<file path="src/rtl/regfile_write_arbiter.sv">
// Arbitrates the single register-file write port between ALU, load and mul/div writeback,
// registers the winning write, and tracks outstanding destination registers for hazard checks.
module regfile_write_arbiter #(
    parameter int DATA_WIDTH   = 32,
    parameter int SEL_WIDTH    = 4,
    parameter int NUM_REGS     = 16,
    parameter int STARVE_LIMIT = 3
) (
    input  logic                  clk,
    input  logic                  rst_n,
    input  logic                  issue_valid,
    input  logic [SEL_WIDTH-1:0]  issue_sel,
    input  logic                  alu_valid,
    output logic                  alu_ready,
    input  logic [SEL_WIDTH-1:0]  alu_sel,
    input  logic [DATA_WIDTH-1:0] alu_data,
    input  logic                  ld_valid,
    output logic                  ld_ready,
    input  logic [SEL_WIDTH-1:0]  ld_sel,
    input  logic [DATA_WIDTH-1:0] ld_data,
    input  logic                  md_valid,
    output logic                  md_ready,
    input  logic [SEL_WIDTH-1:0]  md_sel,
    input  logic [DATA_WIDTH-1:0] md_data,
    output logic                  out_write_en,
    output logic [SEL_WIDTH-1:0]  out_write_sel,
    output logic [DATA_WIDTH-1:0] out_write_data,
    output logic [NUM_REGS-1:0]   out_pending,
    output logic                  out_err
);

    localparam int CW = $clog2(STARVE_LIMIT + 1);

    typedef enum logic {
        RR_LD = 1'b0,
        RR_MD = 1'b1
    } rr_e;

    rr_e                   rr_q, rr_d;
    logic [CW-1:0]         starve_q, starve_d;
    logic                  write_en_q, write_en_d;
    logic [SEL_WIDTH-1:0]  write_sel_q, write_sel_d;
    logic [DATA_WIDTH-1:0] write_data_q, write_data_d;
    logic [NUM_REGS-1:0]   pend_q, pend_d;
    logic                  err_q, err_d;

    logic                  ldmd_valid;
    logic                  force_ldmd;
    logic                  pick_md;
    logic                  grant_alu;
    logic                  grant_ld;
    logic                  grant_md;
    logic                  xfer;
    logic [SEL_WIDTH-1:0]  xfer_sel;
    logic [DATA_WIDTH-1:0] xfer_data;
    logic                  target_pending;

    // Grants are gated by rst_n so every ready reads 0 while reset is held.
    always_comb begin
        ldmd_valid = ld_valid | md_valid;
        pick_md    = (rr_q == RR_MD) ? md_valid : !ld_valid;
        force_ldmd = (starve_q == CW'(STARVE_LIMIT)) && ldmd_valid;
        grant_alu  = rst_n && alu_valid && !force_ldmd;
        grant_ld   = rst_n && !grant_alu && ldmd_valid && !pick_md;
        grant_md   = rst_n && !grant_alu && ldmd_valid && pick_md;
        xfer       = grant_alu | grant_ld | grant_md;
    end

    assign alu_ready = grant_alu;
    assign ld_ready  = grant_ld;
    assign md_ready  = grant_md;

    always_comb begin
        xfer_sel  = alu_sel;
        xfer_data = alu_data;
        if (grant_ld) begin
            xfer_sel  = ld_sel;
            xfer_data = ld_data;
        end else if (grant_md) begin
            xfer_sel  = md_sel;
            xfer_data = md_data;
        end
    end

    always_comb begin
        rr_d     = rr_q;
        starve_d = starve_q;
        if (grant_ld) begin
            rr_d     = RR_MD;
            starve_d = '0;
        end else if (grant_md) begin
            rr_d     = RR_LD;
            starve_d = '0;
        end else if (grant_alu && ldmd_valid && (starve_q != CW'(STARVE_LIMIT))) begin
            starve_d = starve_q + CW'(1);
        end
    end

    // A newly issued producer must win over a retiring write to the same register.
    always_comb begin
        write_en_d     = xfer && (xfer_sel != '0);
        write_sel_d    = write_sel_q;
        write_data_d   = write_data_q;
        pend_d         = pend_q;
        err_d          = err_q;
        target_pending = 1'b0;
        if (write_en_d) begin
            write_sel_d  = xfer_sel;
            write_data_d = xfer_data;
        end
        for (int i = 1; i < NUM_REGS; i++) begin
            if (write_en_d && (xfer_sel == SEL_WIDTH'(i))) begin
                target_pending = pend_q[i];
                pend_d[i]      = 1'b0;
            end
        end
        for (int i = 1; i < NUM_REGS; i++) begin
            if (issue_valid && (issue_sel == SEL_WIDTH'(i))) begin
                pend_d[i] = 1'b1;
            end
        end
        pend_d[0] = 1'b0;
        if (write_en_d && !target_pending) begin
            err_d = 1'b1;
        end
    end

    always_ff @(posedge clk or negedge rst_n) begin
        if (!rst_n) begin
            rr_q         <= RR_LD;
            starve_q     <= '0;
            write_en_q   <= 1'b0;
            write_sel_q  <= '0;
            write_data_q <= '0;
            pend_q       <= '0;
            err_q        <= 1'b0;
        end else begin
            rr_q         <= rr_d;
            starve_q     <= starve_d;
            write_en_q   <= write_en_d;
            write_sel_q  <= write_sel_d;
            write_data_q <= write_data_d;
            pend_q       <= pend_d;
            err_q        <= err_d;
        end
    end

    assign out_write_en   = write_en_q;
    assign out_write_sel  = write_sel_q;
    assign out_write_data = write_data_q;
    assign out_pending    = pend_q;
    assign out_err        = err_q;

endmodule
</file>
<file path="config.mk">
export PLATFORM = sky130hd
export DESIGN_NAME = regfile_write_arbiter
export DESIGN_NICKNAME = d
export VERILOG_FILES = /design/src/rtl/regfile_write_arbiter.sv
export SDC_FILE = /design/constraint.sdc
export NUM_CORES = 1
export LEC_CHECK = 0
export CAP_MARGIN = 25
export CORE_AREA = 8 8 88 110
export DETAILED_ROUTE_END_ITERATION = 8
export DIE_AREA = 0 0 96 118
export GPL_TIMING_DRIVEN = 0
export PLACE_DENSITY = 0.89
export SYNTH_ARGS = -nofsm -noshare
export SYNTH_HDL_FRONTEND = slang
export SYNTH_SLANG_ARGS = --single-unit
</file>
<file path="constraint.sdc">
create_clock -name clk -period 3.43 [get_ports clk]
set_input_delay 0.5145 -clock clk [delete_from_list [all_inputs] [get_ports clk]]
set_output_delay 0.5145 -clock clk [all_outputs]
set_load 0.1 [all_outputs]
</file>
==> flow_metrics.tcl <==
set metrics [dict create \
    drtIter0Drc 250 \
    placed_cell_area_sq_mm 0.005207 \
    cp.arrival_ps 2540 \
    antenna_left 0 \
    grt_overflow 0 \
    final_cell_area_sq_mm 0.005315 \
    clock.fmax_mhz 327.0 \
    crit_required_ps 2920 \
    antenna_cells 0 \
    start_kind "primary input" \
    fp.dieH_um 118 \
    finalCritPeriodShare_pct 89.17 \
    rsz0062_at_grt "no" \
    synthDistinctLibCells 49 \
    totalWireLength_um 13120 \
    port_buffers 173 \
    crit_path_max_fanout 10 \
    ir_drop_uv 646.6 \
    synth_nets 550 \
    grt_pass1_vias 4141 \
    maxSlewViolCount 0 \
    final_cell_mix "clkdlybuf4s50_1 (169), nand2_1 (85), o21ai_0 (72)" \
    dieArea_sq_mm 0.01133 \
    status "completed" \
    tightest_slew_ps 1019 \
    place_ws_ps -262.4 \
    end_kind "output pin" \
    num_rows 37 \
    cts_tree "yes" \
    clock-sinks 56 \
    start_util_pct 41.63 \
    hold_viol_final 0 \
    wl_per_cell_um 18.48 \
    clock_path_buffers 2 \
    cpMaxStageDelayCell "o21ai_0" \
    synth_area_sq_mm 0.003334 \
    numCtsBuffers 5 \
    slew-limit-headroom_pct 31.86 \
    vias 4021 \
    cts_root_buf "clkbuf_8" \
    maxCapViolCount 0 \
    fin_crit_ps 3058 \
    fin_skew_ps 7.351 \
    io_pins 175 \
    ys_seq_elements 56 \
    synth_edf_count 0 \
    total_power_mw 3.153 \
    place_congestion 0.8367 \
    crit_type "primary input to output pin" \
    nets 731 \
    setup_ws_ps 371.6 \
    grt_max_degree 35 \
    drcViolationCount 0 \
    setup_viol 0 \
    cts_setup_buffers 0 \
    postSynth.topFlopCell "dfrtp_1" \
    final_cells 710 \
    cts.clk_slew.worst_paths_ps 110 \
    grt_usage_pct 22.67 \
    ys.warnings.count 0 \
    postSynthCellCount 431 \
    slowest_delay_ps 600 \
    final_layout_size_suffix_gt1_share_pct 6.852 \
    core_sq_mm 0.008009 \
    firstDrtPassIters 5 \
    seq_area_frac_synth_pct 42.03 \
    crit_chain "clkdlybuf4s50_1, or2_1, buf_6, o21ai_0, nor2_1, clkbuf_2" \
    antenna_found_initial 0 \
    fillCellCount 670 \
    fp.dieW_um 96 \
    powerDensity_mw_per_mm2 593.2 \
    synth_area_per_cell_sq_um 7.737 \
    hold_path.class "primary input to asynchronous set/reset pin" \
    p_leak_nw 2.156 \
    vias_per_cell 5.663 \
    grt_pass1_wl_um 20750 \
    multi_input_area_sq_mm 0.001765 \
    mostFrequentLayoutCell "clkdlybuf4s50_1" \
    h-tree-depth 2 \
    post-dp-hpwl_um 10410 \
    seqCellArea_sq_mm 0.001401 \
    dp_cells 702 \
    insertion_delay_ps 310 \
    synthArstFlopShare_pct 100.0 \
    area_growth_pct 59.40 \
]
[report_power, final]
part / switching, mW / internal (mW) / leakage (nW)
Combinational: 1.34 / 0.484 / 1.42
Sequential: 0.0966 / 0.787 / 0.681
Clock: 0.228 / 0.220 / 0.0548
Total: 1.66 / 1.49 / 2.16
[metal layers]
| layer | routed length [um] | vias to the layer above | track usage, % |
|---|---|---|---|
| li1 | - | 1884 | - |
| met1 | 4869 | 1893 | 25.34 |
| met2 | 6682 | 213 | 40.01 |
| met3 | 1206 | 31 | 5.233 |
| met4 | 362 | 0 | 7.715 |
| met5 | 0 | - | 0 |
[repair_timing]
action | in CTS | in global routing
hold endpoints to repair | 0 | 0
endpoints found under the setup margin | 2 | 3
gates resized for setup | 2 | 5
hold buffers | 0 | 0
[flip-flops by register name, indices dropped and copies added, names as in the netlist]
name            flops
out_write_data     32
out_pending        15
out_write_sel       4
starve_q            2
out_err             1
out_write_en        1
rr_q                1
[cells in the mapped netlist (2+ instances only)]
cell,count,area (sq um)
nand2_1,85,319.1
o21ai_0,72,360.4
a21oi_1,64,320.3
dfrtp_1,56,1401
nand3_1,40,200.2
nor2_1,11,41.29
clkbuf_1,10,37.54
buf_1,9,33.78
buf_2,9,45.04
a31oi_1,6,37.54
nand2b_1,6,37.54
inv_1,5,18.77
nor2b_1,4,25.02
nor3_1,4,20.02
a22oi_1,3,22.52
a311oi_1,3,26.28
a31o_2,3,26.28
a31oi_2,3,37.54
a21o_1,2,15.01
buf_4,2,15.01
buf_6,2,22.52
nand2_2,2,12.51
nand3b_1,2,15.01
nand4_1,2,12.51
or3_1,2,12.51
[cell families (layout without fill, tap and decap cells)]
family / after synthesis / after routing / synth area share, %
buffers and inverters: 37 / 219 / 5.178
muxes: 2 / 2 / 0.6379
AOI/OAI and AO/OA: 168 / 168 / 28.82
xor gates and xnor gates: 1 / 1 / 0.2627
other: 1 / 1 / 0.1125
adders and majority gates: 1 / 1 / 0.3752
and+or+nand+nor: 165 / 165 / 22.59
DFF: 56 / 56 / 42.03
[worst paths after layout]
kind | startpoint | depth (start not counted) | endpoint | slack (ps)
worst max-delay path | md_valid | 6 | alu_ready | 370
worst min-delay path | rst_n | 1 | out_pending[14]$_DFFE_PN0P_ | 190
worst max register to register | starve_q[0]$_DFFE_PN0P_ | 11 | out_err$_DFFE_PN0P_ | 690
worst min register to register | out_write_data[23]$_DFFE_PN0P_ | 2 | out_write_data[23]$_DFFE_PN0P_ | 490
max in group asynchronous | rst_n | 2 | out_write_data[23]$_DFFE_PN0P_ | 2640
min in group clk | out_write_data[23]$_DFFE_PN0P_ | 2 | out_write_data[23]$_DFFE_PN0P_ | 490
[worst max-delay path: cells and delay by family]
kind | cells | cell delay (ps)
buffers and inverters | 3 | 1020
AO/OA/AOI/OAI | 1 | 600
AND/OR/NAND/NOR | 2 | 410
[through the flow]
stage                     hold WS, ps  setup TNS (ps)  utilization, %
after detailed placement        473.8          -466.0           65.02
after global placement          463.3          -77230           64.83
after floorplan                 218.9               0               -
after CTS                       203.4               0           66.43
after global routing            218.6               0           66.36
final                           193.3               0           66.36
[final cells by class]
class | count | share of cell area [%]
multi-input combinational | 338 | 33.22
timing repair buffer | 174 | 32.72
sequential | 56 | 26.37
buffer | 32 | 2.895
tap | 97 | 2.283
clock buffer | 5 | 1.295
clock inverter | 3 | 0.8710
inverter | 5 | 0.3531
(Power assumes the default switching activity.)
